<file path="src/rtl/wb_pkg.sv">
// Shared types and widths for the register-file write-back arbiter.
package wb_pkg;

  localparam int REG_ADDR_W = 5;
  localparam int DATA_W     = 32;
  localparam int NUM_REGS   = 32;

  // One buffered write-back: destination register and its value.
  typedef struct packed {
    logic [REG_ADDR_W-1:0] rd;
    logic [DATA_W-1:0]     data;
  } wb_entry_t;

endpackage

</file>
<file path="src/rtl/wb_arbiter_if.sv">
// Bus bundle between the execution units and the write-back arbiter.
// The arbiter takes the slave modport; the producers take the master modport.
interface wb_arbiter_if;
  import wb_pkg::*;

  logic                  alu_valid;
  logic [REG_ADDR_W-1:0] alu_rd;
  logic [DATA_W-1:0]     alu_data;
  logic                  alu_ready;

  logic                  md_valid;
  logic [REG_ADDR_W-1:0] md_rd;
  logic [DATA_W-1:0]     md_data;
  logic                  md_ready;

  logic                  md_issue;
  logic [REG_ADDR_W-1:0] md_issue_rd;

  logic                  wb_writeEnable;
  logic [REG_ADDR_W-1:0] wb_writeReg;
  logic [DATA_W-1:0]     wb_data;
  logic [NUM_REGS-1:0]   busy_mask;

  modport master (
    output alu_valid, alu_rd, alu_data,
    output md_valid, md_rd, md_data,
    output md_issue, md_issue_rd,
    input  alu_ready, md_ready,
    input  wb_writeEnable, wb_writeReg, wb_data, busy_mask
  );

  modport slave (
    input  alu_valid, alu_rd, alu_data,
    input  md_valid, md_rd, md_data,
    input  md_issue, md_issue_rd,
    output alu_ready, md_ready,
    output wb_writeEnable, wb_writeReg, wb_data, busy_mask
  );

endinterface

</file>
<file path="src/rtl/wb_fifo.sv">
// Small FIFO buffering multdiv results until they win the write port.
// DEPTH must be a power of two (>= 2) so the pointers wrap naturally.
module wb_fifo
  import wb_pkg::*;
#(
  parameter int DEPTH = 2
) (
  input  logic      clock,
  input  logic      ctrl_reset,
  input  logic      push,
  input  wb_entry_t pushEntry,
  input  logic      pop,
  output logic      full,
  output logic      empty,
  output wb_entry_t head
);

  localparam int PtrW = $clog2(DEPTH);
  localparam int CntW = PtrW + 1;

  wb_entry_t       mem [DEPTH];
  logic [PtrW-1:0] wrPtr;
  logic [PtrW-1:0] rdPtr;
  logic [CntW-1:0] count;
  logic            doPush;
  logic            doPop;

  assign full   = (count == CntW'(DEPTH));
  assign empty  = (count == '0);
  assign head   = mem[rdPtr];
  assign doPop  = pop && !empty;
  assign doPush = push && (!full || doPop);

  // Advance pointers and track occupancy; a simultaneous push and pop keeps the count.
  always_ff @(posedge clock or negedge ctrl_reset) begin
    if (!ctrl_reset) begin
      wrPtr <= '0;
      rdPtr <= '0;
      count <= '0;
    end else begin
      if (doPush) wrPtr <= wrPtr + PtrW'(1);
      if (doPop)  rdPtr <= rdPtr + PtrW'(1);
      if (doPush && !doPop)      count <= count + CntW'(1);
      else if (doPop && !doPush) count <= count - CntW'(1);
    end
  end

  // Entry storage needs no reset: only slots covered by the count are ever read as valid.
  always_ff @(posedge clock) begin
    if (doPush) mem[wrPtr] <= pushEntry;
  end

endmodule

</file>
<file path="src/rtl/wb_arbiter.sv">
// Write-back arbiter: shares one register-file write port between the
// single-cycle ALU and buffered multdiv results, and keeps a busy scoreboard
// of registers waiting on multdiv.
// Optional feature macro: WB_STARVE_GUARD_EN -- when defined, a starve counter
// forces the buffered multdiv head through after STARVE_LIMIT ALU wins.
module wb_arbiter
  import wb_pkg::*;
#(
  parameter int FIFO_DEPTH   = 2,
  parameter int STARVE_LIMIT = 4
) (
  input logic         clock,
  input logic         ctrl_reset,
  wb_arbiter_if.slave bus
);

  logic                  fifoFull;
  logic                  fifoEmpty;
  wb_entry_t             fifoHead;
  wb_entry_t             pushEntry;
  logic                  fifoPush;
  logic                  starveFlag;
  logic                  aluWin;
  logic                  fifoWin;
  logic [NUM_REGS-1:0]   setMask;
  logic [NUM_REGS-1:0]   clrMask;
  logic [NUM_REGS-1:0]   busyMask;
  logic                  wbWriteEnable;
  logic [REG_ADDR_W-1:0] wbWriteReg;
  logic [DATA_W-1:0]     wbData;

  assign pushEntry    = '{rd: bus.md_rd, data: bus.md_data};
  assign bus.md_ready = !fifoFull && ctrl_reset;
  assign fifoPush     = bus.md_valid && bus.md_ready;
  assign bus.alu_ready = !starveFlag;

  wb_fifo #(
    .DEPTH(FIFO_DEPTH)
  ) resultFifo (
    .clock     (clock),
    .ctrl_reset(ctrl_reset),
    .push      (fifoPush),
    .pushEntry (pushEntry),
    .pop       (fifoWin),
    .full      (fifoFull),
    .empty     (fifoEmpty),
    .head      (fifoHead)
  );

`ifdef WB_STARVE_GUARD_EN
  localparam int StarveW = $clog2(STARVE_LIMIT + 1);

  logic [StarveW-1:0] starveCnt;

  assign starveFlag = (starveCnt == StarveW'(STARVE_LIMIT));

  // Count ALU wins that leave a buffered result waiting; saturate at the limit.
  always_ff @(posedge clock or negedge ctrl_reset) begin
    if (!ctrl_reset) begin
      starveCnt <= '0;
    end else if (fifoWin || fifoEmpty) begin
      starveCnt <= '0;
    end else if (aluWin && !starveFlag) begin
      starveCnt <= starveCnt + StarveW'(1);
    end
  end
`else
  assign starveFlag = 1'b0;
`endif

  // Pick this cycle's winner: starved head first, then ALU, then any buffered head.
  always_comb begin
    aluWin  = 1'b0;
    fifoWin = 1'b0;
    if (starveFlag && !fifoEmpty) begin
      fifoWin = 1'b1;
    end else if (bus.alu_valid) begin
      aluWin = 1'b1;
    end else if (!fifoEmpty) begin
      fifoWin = 1'b1;
    end
  end

  // Scoreboard updates: an issue marks its register busy, a head pop releases it.
  always_comb begin
    setMask = '0;
    clrMask = '0;
    if (bus.md_issue && bus.md_issue_rd != '0) setMask[bus.md_issue_rd] = 1'b1;
    if (fifoWin) clrMask[fifoHead.rd] = 1'b1;
  end

  // Register the busy mask; a set on the same register overrides a clear.
  always_ff @(posedge clock or negedge ctrl_reset) begin
    if (!ctrl_reset) begin
      busyMask <= '0;
    end else begin
      busyMask <= (busyMask & ~clrMask) | setMask;
    end
  end

  // Register the write port; r0 winners are consumed silently and idle cycles hold the bus.
  always_ff @(posedge clock or negedge ctrl_reset) begin
    if (!ctrl_reset) begin
      wbWriteEnable <= 1'b0;
      wbWriteReg    <= '0;
      wbData        <= '0;
    end else begin
      wbWriteEnable <= 1'b0;
      if (aluWin && bus.alu_rd != '0) begin
        wbWriteEnable <= 1'b1;
        wbWriteReg    <= bus.alu_rd;
        wbData        <= bus.alu_data;
      end else if (fifoWin && fifoHead.rd != '0) begin
        wbWriteEnable <= 1'b1;
        wbWriteReg    <= fifoHead.rd;
        wbData        <= fifoHead.data;
      end
    end
  end

  assign bus.wb_writeEnable = wbWriteEnable;
  assign bus.wb_writeReg    = wbWriteReg;
  assign bus.wb_data        = wbData;
  assign bus.busy_mask      = busyMask;

endmodule

</file>
<file path="src/flat_wrapper.sv">
// flat-port wrapper written by rule: the top's interface ports become plain ports
module wb_arbiter_flat import wb_pkg::*;
#(
  parameter int FIFO_DEPTH   = 2,
  parameter int STARVE_LIMIT = 4
)
  (clock, ctrl_reset, bus_alu_valid, bus_alu_rd, bus_alu_data, bus_md_valid, bus_md_rd, bus_md_data, bus_md_issue, bus_md_issue_rd, bus_alu_ready, bus_md_ready, bus_wb_writeEnable, bus_wb_writeReg, bus_wb_data, bus_busy_mask);
  wb_arbiter_if bus_i ();
  input logic clock;
  input logic ctrl_reset;
  input wire logic [$bits(bus_i.alu_valid)-1:0] bus_alu_valid;
  input wire logic [$bits(bus_i.alu_rd)-1:0] bus_alu_rd;
  input wire logic [$bits(bus_i.alu_data)-1:0] bus_alu_data;
  input wire logic [$bits(bus_i.md_valid)-1:0] bus_md_valid;
  input wire logic [$bits(bus_i.md_rd)-1:0] bus_md_rd;
  input wire logic [$bits(bus_i.md_data)-1:0] bus_md_data;
  input wire logic [$bits(bus_i.md_issue)-1:0] bus_md_issue;
  input wire logic [$bits(bus_i.md_issue_rd)-1:0] bus_md_issue_rd;
  output wire logic [$bits(bus_i.alu_ready)-1:0] bus_alu_ready;
  output wire logic [$bits(bus_i.md_ready)-1:0] bus_md_ready;
  output wire logic [$bits(bus_i.wb_writeEnable)-1:0] bus_wb_writeEnable;
  output wire logic [$bits(bus_i.wb_writeReg)-1:0] bus_wb_writeReg;
  output wire logic [$bits(bus_i.wb_data)-1:0] bus_wb_data;
  output wire logic [$bits(bus_i.busy_mask)-1:0] bus_busy_mask;
  assign bus_i.alu_valid = bus_alu_valid;
  assign bus_i.alu_rd = bus_alu_rd;
  assign bus_i.alu_data = bus_alu_data;
  assign bus_i.md_valid = bus_md_valid;
  assign bus_i.md_rd = bus_md_rd;
  assign bus_i.md_data = bus_md_data;
  assign bus_i.md_issue = bus_md_issue;
  assign bus_i.md_issue_rd = bus_md_issue_rd;
  assign bus_alu_ready = bus_i.alu_ready;
  assign bus_md_ready = bus_i.md_ready;
  assign bus_wb_writeEnable = bus_i.wb_writeEnable;
  assign bus_wb_writeReg = bus_i.wb_writeReg;
  assign bus_wb_data = bus_i.wb_data;
  assign bus_busy_mask = bus_i.busy_mask;
  wb_arbiter #(.FIFO_DEPTH(FIFO_DEPTH), .STARVE_LIMIT(STARVE_LIMIT)) u_core (.clock(clock), .ctrl_reset(ctrl_reset), .bus(bus_i));
endmodule
</file>
<file path="config.mk">
export PLATFORM = sky130hd
export DESIGN_NAME = wb_arbiter_flat
export DESIGN_NICKNAME = d
export VERILOG_FILES = /design/src/rtl/wb_pkg.sv /design/src/rtl/wb_arbiter_if.sv /design/src/rtl/wb_fifo.sv /design/src/rtl/wb_arbiter.sv /design/src/flat_wrapper.sv
export SDC_FILE = /design/constraint.sdc
export NUM_CORES = 1
export LEC_CHECK = 0
export ABC_CLOCK_PERIOD_IN_PS = 5200
export CELL_PAD_IN_SITES_DETAIL_PLACEMENT = 1
export CELL_PAD_IN_SITES_GLOBAL_PLACEMENT = 1
export CORE_UTILIZATION = 38
export CTS_BUF_LIST = sky130_fd_sc_hd__clkbuf_4 sky130_fd_sc_hd__clkbuf_8
export CTS_CLUSTER_SIZE = 24
export DETAILED_ROUTE_END_ITERATION = 10
export GPL_TIMING_DRIVEN = 0
export PLACE_DENSITY_LB_ADDON = 0.1
export SYNTH_ARGS = -nofsm -noshare
export SYNTH_HDL_FRONTEND = slang
export SYNTH_SLANG_ARGS = --single-unit
</file>
<file path="constraint.sdc">
create_clock -name clock -period 5.2 [get_ports clock]
set_input_delay 0.78 -clock clock [delete_from_list [all_inputs] [get_ports clock]]
set_output_delay 0.78 -clock clock [all_outputs]
set_load 0.005 [all_outputs]
</file>
### Word level (Yosys, flattened, before mapping)

Memories as Yosys holds them, arrays and structs flattened.
Cells that the tools add are included.

| operators by class | value |
|---|---|
| add/subtract/negate cells | 4 |
| $mul | 0 |
| divide/modulo/power cells | 0 |
| $lt $le $gt $ge | 4 |
| eq/ne operators | 1 |
| shift operators | 0 |
| muxes and demuxes | 19 |
| bitwise logic cells | 3 |
| reduce and logical (&&, ||, !) cells | 22 |

Operators by type and width:

| operator | number |
|---|---|
| $mux W32 | 4 |
| $and A32 B32 Y32 | 1 |
| $not A32 Y32 | 1 |
| $or A32 B32 Y32 | 1 |
| $reduce_bool A5 Y1 | 3 |
| $lt A5 B6 Y1 const B | 2 |
| $logic_and A1 B1 Y1 | 11 |
| $demux W1 S5 | 2 |
| $ge A5 B1 Y1 const B | 2 |
| $mux W5 | 2 |
| $mux W1 | 9 |
| $logic_not A1 Y1 | 4 |
| $mux W2 | 2 |
| $reduce_bool A2 Y1 | 2 |
| $add A1 B1 Y1 const B | 2 |
| $add A2 B1 Y2 const B | 1 |
| $eq A2 B2 Y1 const B | 1 |
| $logic_not A2 Y1 | 1 |
| $sub A2 B1 Y2 const B | 1 |
| $logic_or A1 B1 Y1 | 1 |

| word-level totals | value |
|---|---|
| register bits | 74 |
| bits in latches | 0 |
| memory bits (writable) | 74 |
| bits in read-only memories | 0 |
| input bits | 84 |
| output and inout port bits | 72 |
| memories kept | 1 |

Memories:

| name | words | bits a word | rd ports | clocked after memory_dff | wr ports | RTL line | text |
|---|---|---|---|---|---|---|---|
| u_core.resultFifo.mem | 2 | 37 | 1 | 0 | 1 | wb_fifo.sv:21 | `wb_entry_t mem [DEPTH];` |

### Logic depth before layout (Yosys ltp)

Gate-level depths: netlist of run 1.

| depth | value |
|---|---|
| depth after elaboration | 10 |
| gate-level depth with buffers | 8 |

### Modules after synthesis

From an unflattened synthesis of run 1, not the netlist that was laid out.

| second synthesis, totals | value |
|---|---|
| cells, all modules | 469 |
| area, all modules | 6047.0 µm² |

By module, submodules not included:

| module | times used | cells each | area each (µm²) | sequential area each (µm²) |
|---|---|---|---|---|
| wb_arbiter | 1 | 334 | 3084.2 | 1751.7 |
| wb_fifo | 1 | 135 | 2962.8 | 2322.2 |

### Worst setup path before layout of run 1

Ideal clock, no wire load.

| timing | value |
|---|---|
| path type | input -> register |
| start | input port ctrl_reset |
| end | memory u_core.resultFifo.mem[0][0] in the netlist's numbering (enable) |
| setup time | 0.431 ns |
| data arrival time | 2.809 ns |
| required time | 4.769 ns |
| setup slack | 1.960 ns |
| stages on the path | 3 |
| path buffers | 0 |
| path through | a21boi_0 nand2_1 nor2_1 |

| between the ends | value |
|---|---|
| word-level cells in the longest chain between the ends | 5 |

Ends and longest elaborated chain:

| item | RTL line | text |
|---|---|---|
| start: declaration | flat_wrapper.sv:10 | `input logic ctrl_reset;` |
| $logic_and A1 B1 Y1 | wb_arbiter.sv:33 | `assign bus.md_ready = !fifoFull && ctrl_reset;` |
| $logic_and A1 B1 Y1 | wb_arbiter.sv:34 | `assign fifoPush = bus.md_valid && bus.md_ready;` |
| $logic_and A1 B1 Y1 | wb_fifo.sv:32 | `assign doPush = push && (!full \|\| doPop);` |
| $mux W1 | wb_fifo.sv:50 | `if (doPush) mem[wrPtr] <= pushEntry;` |
| $mux W1 (not written as such) | wb_fifo.sv:50 |  |
| end: declaration | wb_fifo.sv:21 |  |

Every way passes these cells.

### Worst setup path after layout of run 1

| timing | value |
|---|---|
| start | input port ctrl_reset |
| end | output port bus_md_ready |

| between the ends | value |
|---|---|
| word-level cells in the longest chain between the ends | 1 |

Ends and longest elaborated chain:

| item | RTL line | text |
|---|---|---|
| $logic_and A1 B1 Y1 | wb_arbiter.sv:33 |  |
| end: declaration | flat_wrapper.sv:20 | `output wire logic [$bits(bus_i.md_ready)-1:0] bus_md_ready;` |

Every way passes these cells.

==> results of run 1 <==
==> power by group <==
group | internal, mW | switching, mW
clock network | 0.519 | 0.429
registers | 1.56 | 0.166
logic | 0.844 | 0.534
==> registers in the layout, summed over array words and instances (netlist names) <==
register                   cells
u_core.resultFifo.mem         74
u_core.bus.wb_writeEnable      1
u_core.resultFifo.rdPtr        1
u_core.bus.wb_data            32
u_core.resultFifo.count        2
u_core.bus.wb_writeReg         5
u_core.resultFifo.wrPtr        1
u_core.bus.busy_mask          32
==> kinds of logic after synthesis <==
logic type | synth area share (%)
and+or+nand+nor | 4.07
other | 0.0601
muxes | 21.3
xor gates and xnor gates | 0.701
DFF | 65.2
buffers and inverters | 2.02
adders and majority gates | 0.200
AOI/OAI and AO/OA | 6.39
==> area by class of cell <==
class                           instances  area [sq um]  area share [%]
Inverter                                5          18.8           0.220
Tap cell                              216           270            3.16
Buffer                                 17           108            1.26
Multi-Input combinational cell        232          2050            24.0
Clock inverter                          9           128            1.49
Timing Repair Buffer                  157          1610            18.8
Sequential cell                       148          4070            47.7
Clock buffer                           23           292            3.41
==> worst paths after layout <==
kind                                    startpoint                        to  cells after the start
min                                     ctrl_reset  u_core.bus.busy_mask[31]                      1
min reg2reg                 u_core.bus.wb_data[10]    u_core.bus.wb_data[10]                      1
min in group clock          u_core.bus.wb_data[10]    u_core.bus.wb_data[10]                      1
max reg2reg                u_core.resultFifo.rdPtr    u_core.bus.wb_data[28]                      5
max in group asynchronous               ctrl_reset    u_core.bus.wb_data[13]                      2
max                                     ctrl_reset              bus_md_ready                      3
==> routing by layer <==
metal | track usage [%] | vias up | wire (microns)
met1 | 23.4 | 2015 | 6500
met4 | 6.63 | 0 | 174
met3 | 6.64 | 14 | 1070
met5 | 0 | - | 0
met2 | 31.0 | 114 | 7500
li1 | - | 1849 | -
==> placed cells by master (no fill, tap or decap), types with 2 or more instances in the layout <==
cell type and count:
clkdlybuf4s50_1 153, dfrtp_1 74, edfxtp_1 74, mux2_1 56
o21ai_0 55, mux2_2 36, mux2_4 19, clkbuf_8 19
o21ai_1 9, clkbuf_1 6, buf_4 6, inv_1 5
nand2_1 5, nand2b_1 5, nand3_1 4, nor3b_1 4
clkbuf_4 4, and3b_1 3, nor2b_1 3, buf_6 3
xnor2_1 3, bufinv_16 3, buf_2 2, or3b_1 2
nor2_1 2, nor3_1 2, or4_1 2, a22o_1 2
xor2_1 2, clkinv_4 2, clkinv_1 2, buf_12 2
==> impl_metrics.csv, run 1 <==
group,metric,value,unit
run_status,outcome,"completed",
final_layout,diodes,0,
timing,rsz0062_at_grt,"no",
floorplan,die_h,130,microns
logic_synthesis,ys_types,42,
grt,grt_overflow_total,0,
final_layout,fin_area,8550,sq um
pwr,total_power,4.05,mW
logic_synthesis,synth_common_cells,"74 x dfrtp_1, 74 x edfxtp_1, 56 x mux2_1",
timing,fin_skew,0.0169,ns
cts,numCtsBuffers,17,
setup_path,crit_arrival,2.19,ns
floorplan,ios,156,
routing,drt.antenna.violating_nets,0,
setup_path,cp-start-kind,"primary input",
setup_path,path_class,"primary input to primary output",
routing,vias,3992,
job,cap_violations,0,
routing,dr.pass1.iters,4,
setup_path,endpoint_kind,"primary output",
timing,fmax,337,MHz
floorplan,core_area,15900,sq um
placement,postPlaceCellArea,8130,sq um
pwr,p_leak,3.24,nW
routing,routedWlPerCell,18.9,microns
cts,clockRootBuffer,"clkbuf_8",
logic_synthesis,netlist.area_leader.share,35.6,%
logic_synthesis,ys_seq_area_share,65.2,%
cts,path_clk_slew,0.08,ns
logic_synthesis,synth_area,6240,sq um
placement,numPlacedInstances,775,
cts,htree_levels,4,
logic_synthesis,synth_async_sr_flop_share,50.0,%
grt,grt_max_degree,40,
floorplan,num_rows,46,
setup_path,critPathBufInv,2,
placement,pre_cts_ws,2.03,ns
floorplan,initial_utilization,39.2,%
setup_path,cpPeakStageDelay,0.57,ns
placement,routabilityCongestion,0.775,
cts,ctsHoldBuffers,0,
final_layout,area_delta_synth_final,36.9,%
routing,wirelength,15200,microns
placement,hpwl,10700,microns
timing,max_slew_margin,54.9,%
final_layout,utilization,53.6,%
cts,clock-sinks,148,
final_layout,drive_gt1_share,17.4,%
setup_path,path_cells,"buf_4 > a21boi_0 > clkdlybuf4s50_1",
timing,setup_slack,2.23,ns
pwr,ir_drop,226,uV
timing,hold_viol,0,
timing,setup_viol,0,
cts,post-cts-setup-buffers,0,
floorplan,die_x,130,microns
logic_synthesis,synth_seq_cells,148,
logic_synthesis,synth_top_area_cell,"edfxtp_1",
logic_synthesis,synth.avg_cell_area,15.5,sq um
final_layout,final_cells,807,
cts,cts_buffer_depth,2,
routing,drtIter0Drc,139,
setup_path,cp_slowest_cell,"clkdlybuf4s50_1",
logic_synthesis,syn_inst,402,
cts,cts_resized,0,
logic_synthesis,yosys_most_used_dff,"edfxtp_1",
setup_path,critPathRequiredTime,4.42,ns
final_layout,nNetsFinal,663,
floorplan,die_area,17000,sq um
cts,clk_latency,0.45,ns
routing,via_per_inst,4.95,
logic_synthesis,synth-edff-count,74,
logic_synthesis,yosysWarnings,0,
grt,grt_pass1_wl,23300,microns
logic_synthesis,synth_nets,487,
timing,finalCritPeriodShare,57.1,%
routing,drc_errors,0,
setup_path,cp_max_fo,37,
pwr,powerDensity,474,nW/um^2
timing,final.min_clock_period,2.97,ns
grt,grt_pass1_vias,4193,
grt,track_usage,19.0,%
timing,fin_setup_tns,0,ns
final_layout,n_fill_cell,1551,
timing,holdWs,0.297,ns
setup_path,crit_family,"buffers and inverters",
grt,antenna_found_initial,0,
timing,tightest_slew,0.677,ns
setup_path,r2r_slack,2.85,ns
worst_hold_path,holdCritPathClass,"primary input to asynchronous set/reset pin",
timing,report.final.slew_viol_count,0,
placement,numPortBuffers,154,
cts,cts_tree,"yes",
logic_synthesis,synthTopCellsByArea,"edfxtp_1 36%, dfrtp_1 30%, mux2_1 10%",
No activity file was read; power rests on OpenSTA's default activity.
==> run 2: changes to the inputs <==
- ABC_CLOCK_PERIOD_IN_PS: 5200 -> 2700
- clock period: 5.2 -> 2.7 ns (I/O delays scaled with it)
==> run 2 against run 1 <==
First-iteration DRC count shrank 3.6%. Sequential cell count is the same. Sequential share of layout area is essentially flat. Global-route usage grew 0.69 points. Clock skew shrank 0.0054 ns. Critical path type unchanged. Critical endpoint unchanged. Largest cell class unchanged.
==> impl_metrics.csv, run 2 (same netlist as run 1, synthesis figures left out) <==
group,metric,value,unit
timing,tightest_slew,0.684,ns
worst_hold_path,holdCritPathClass,"flip-flop to flip-flop",
setup_path,crit_family,"buffers and inverters",
final_layout,nNetsFinal,665,
timing,setup_slack,0.257,ns
placement,numPortBuffers,154,
setup_path,cp_slowest_cell,"clkdlybuf4s50_1",
grt,grt_max_degree,40,
grt,grt_overflow_total,0,
pwr,internal-power,5.43,mW
final_layout,top_register,"u_core.resultFifo.mem",
grt,grt_pass1_wl,24200,microns
pwr,powerDensity,900,nW/um^2
routing,via_per_inst,4.97,
routing,drt.antenna.violating_nets,0,
pwr,total_power,7.70,mW
pwr,p_leak,3.23,nW
floorplan,die_h,130,microns
setup_path,endpoint_kind,"primary output",
routing,drtIter0Drc,134,
timing,report.final.slew_viol_count,0,
timing,hold_viol,0,
cts,path_clk_slew,0.08,ns
final_layout,largest_reg_flops,74,
grt,track_usage,19.7,%
timing,setup_viol,0,
pwr,pwr-share-clk,21.9,%
timing,final.min_clock_period,2.44,ns
placement,pre_cts_ws,-0.158,ns
routing,vias,4019,
cts,clockRootBuffer,"clkbuf_8",
timing,fmax,409,MHz
floorplan,die_area,17000,sq um
worst_hold_path,hold_depth,1,
final_layout,final_common_cell,"clkdlybuf4s50_1",
setup_path,r2r_slack,0.35,ns
final_layout,diodes,0,
setup_path,path_cells,"dlygate4sd3_1 > buf_4 > a21boi_0 > clkdlybuf4s50_1",
pwr,seqPwrFrac,43.4,%
final_layout,drive_gt1_share,17.9,%
floorplan,initial_utilization,39.2,%
setup_path,crit_path_end,"bus_md_ready",
grt,antenna_found_initial,0,
cts,clock-sinks,148,
job,cap_violations,0,
setup_path,critPathRequiredTime,2.30,ns
setup_path,path_class,"primary input to primary output",
final_layout,utilization,53.7,%
timing,max_slew_margin,54.4,%
setup_path,cp_max_fo,3,
routing,wirelength,15600,microns
routing,routedWlPerCell,19.3,microns
setup_path,cp-startpoint,"ctrl_reset",
timing,fin_skew,0.0115,ns
pwr,power_switching,2.27,mW
setup_path,reg2reg_depth,5,
run_status,outcome,"completed",
grt,grt_pass1_vias,4450,
cts,clk_latency,0.45,ns
setup_path,cp-start-kind,"primary input",
pwr,p_sw_share,29.4,%
cts,numCtsBuffers,17,
setup_path,r2r_end,"u_core.bus.wb_data[13]",
setup_path,reg2reg_from,"u_core.resultFifo.rdPtr",
placement,routabilityCongestion,0.785,
floorplan,num_rows,46,
cts,htree_levels,4,
floorplan,die_x,130,microns
pwr,ir_drop,333,uV
timing,fin_setup_tns,0,ns
final_layout,area_delta_synth_final,37.0,%
routing,drc_errors,0,
setup_path,crit_arrival,2.04,ns
setup_path,crit_cells,4,
setup_path,cpPeakStageDelay,0.58,ns
floorplan,ios,156,
cts,cts_buffer_depth,2,
timing,finalCritPeriodShare,90.5,%
pwr,p_comb_share,34.8,%
floorplan,core_area,15900,sq um
final_layout,mostFrequentLayoutCells,"153 x clkdlybuf4s50_1, 74 x dfrtp_1, 74 x edfxtp_1, 56 x mux2_1, 55 x o21ai_0",
routing,dr.pass1.iters,4,
cts,cts_tree,"yes",
setup_path,critPathBufInv,3,
placement,hpwl,11000,microns
timing,rsz0062_at_grt,"no",
## run 2: cell types whose count changed in the layout (fill, tap and decap cells not counted), moves of 2 or more
cell and change:
bufinv_16 -2, clkbuf_4 -4, clkinv_1 -2, clkinv_4 +2, clkinvlp_4 +3, inv_6 +3
## run 2: cell type report
| type | instances | area, sq um |
|---|---|---|
| Tap cell | 216 | 270 |
| Timing Repair Buffer | 159 | 1640 |
| Inverter | 5 | 18.8 |
| Buffer | 17 | 108 |
| Clock buffer | 19 | 262 |
| Multi-Input combinational cell | 232 | 2050 |
| Sequential cell | 148 | 4070 |
| Clock inverter | 13 | 126 |
| Fill cell | 1593 | 7390 |
## run 2: power by group through the flow
| stage | combinational, mW | sequential [mW] | clock (mW) |
|---|---|---|---|
| after global routing | 2.93 | 3.41 | 1.83 |
| final | 2.68 | 3.34 | 1.68 |
| after global placement | 2.59 | 3.36 | 0 |
| after floorplan | 1.20 | 3.36 | 0 |
| after detailed placement | 2.71 | 3.39 | 0 |
| after CTS | 2.73 | 3.35 | 1.74 |
## run 2: per-layer routing
| metal | part of all wire (%) | GRT usage [%] | routed length [microns] |
|---|---|---|---|
| met5 | 0 | 0 | 0 |
| met4 | 1.8 | 8.62 | 277 |
| met3 | 6.6 | 5.90 | 1030 |
| met2 | 50 | 32.6 | 7740 |
| met1 | 42 | 23.8 | 6600 |
## run 2: stage by stage
step	instances	area, sq um	hold slack (ns)
after floorplan	402	6250	0.109
after global placement	772	8060	0.471
after detailed placement	775	8140	0.414
after CTS	809	8560	0.482
after global routing	809	8560	0.497
final	809	8560	0.494
## run 2: what timing repair did
action,CTS,global route
gates resized for setup,0,0
buffers inserted,0,0
hold buffers,2,0
hold endpoints to repair,35,0
endpoints found under the setup margin,0,0
## run 2: how the worst min path moves through the flow
stage	endpoint	slack (ns)	from
floorplan	u_core.bus.busy_mask[0]	0.11	ctrl_reset
global placement	u_core.bus.wb_data[8]	0.47	u_core.bus.wb_data[8]
detailed placement	u_core.bus.busy_mask[21]	0.41	ctrl_reset
CTS	u_core.resultFifo.mem[0][11]	0.48	bus_md_data[11]
global route	u_core.bus.busy_mask[21]	0.50	ctrl_reset
finish	u_core.bus.wb_data[7]	0.49	u_core.bus.wb_data[7]
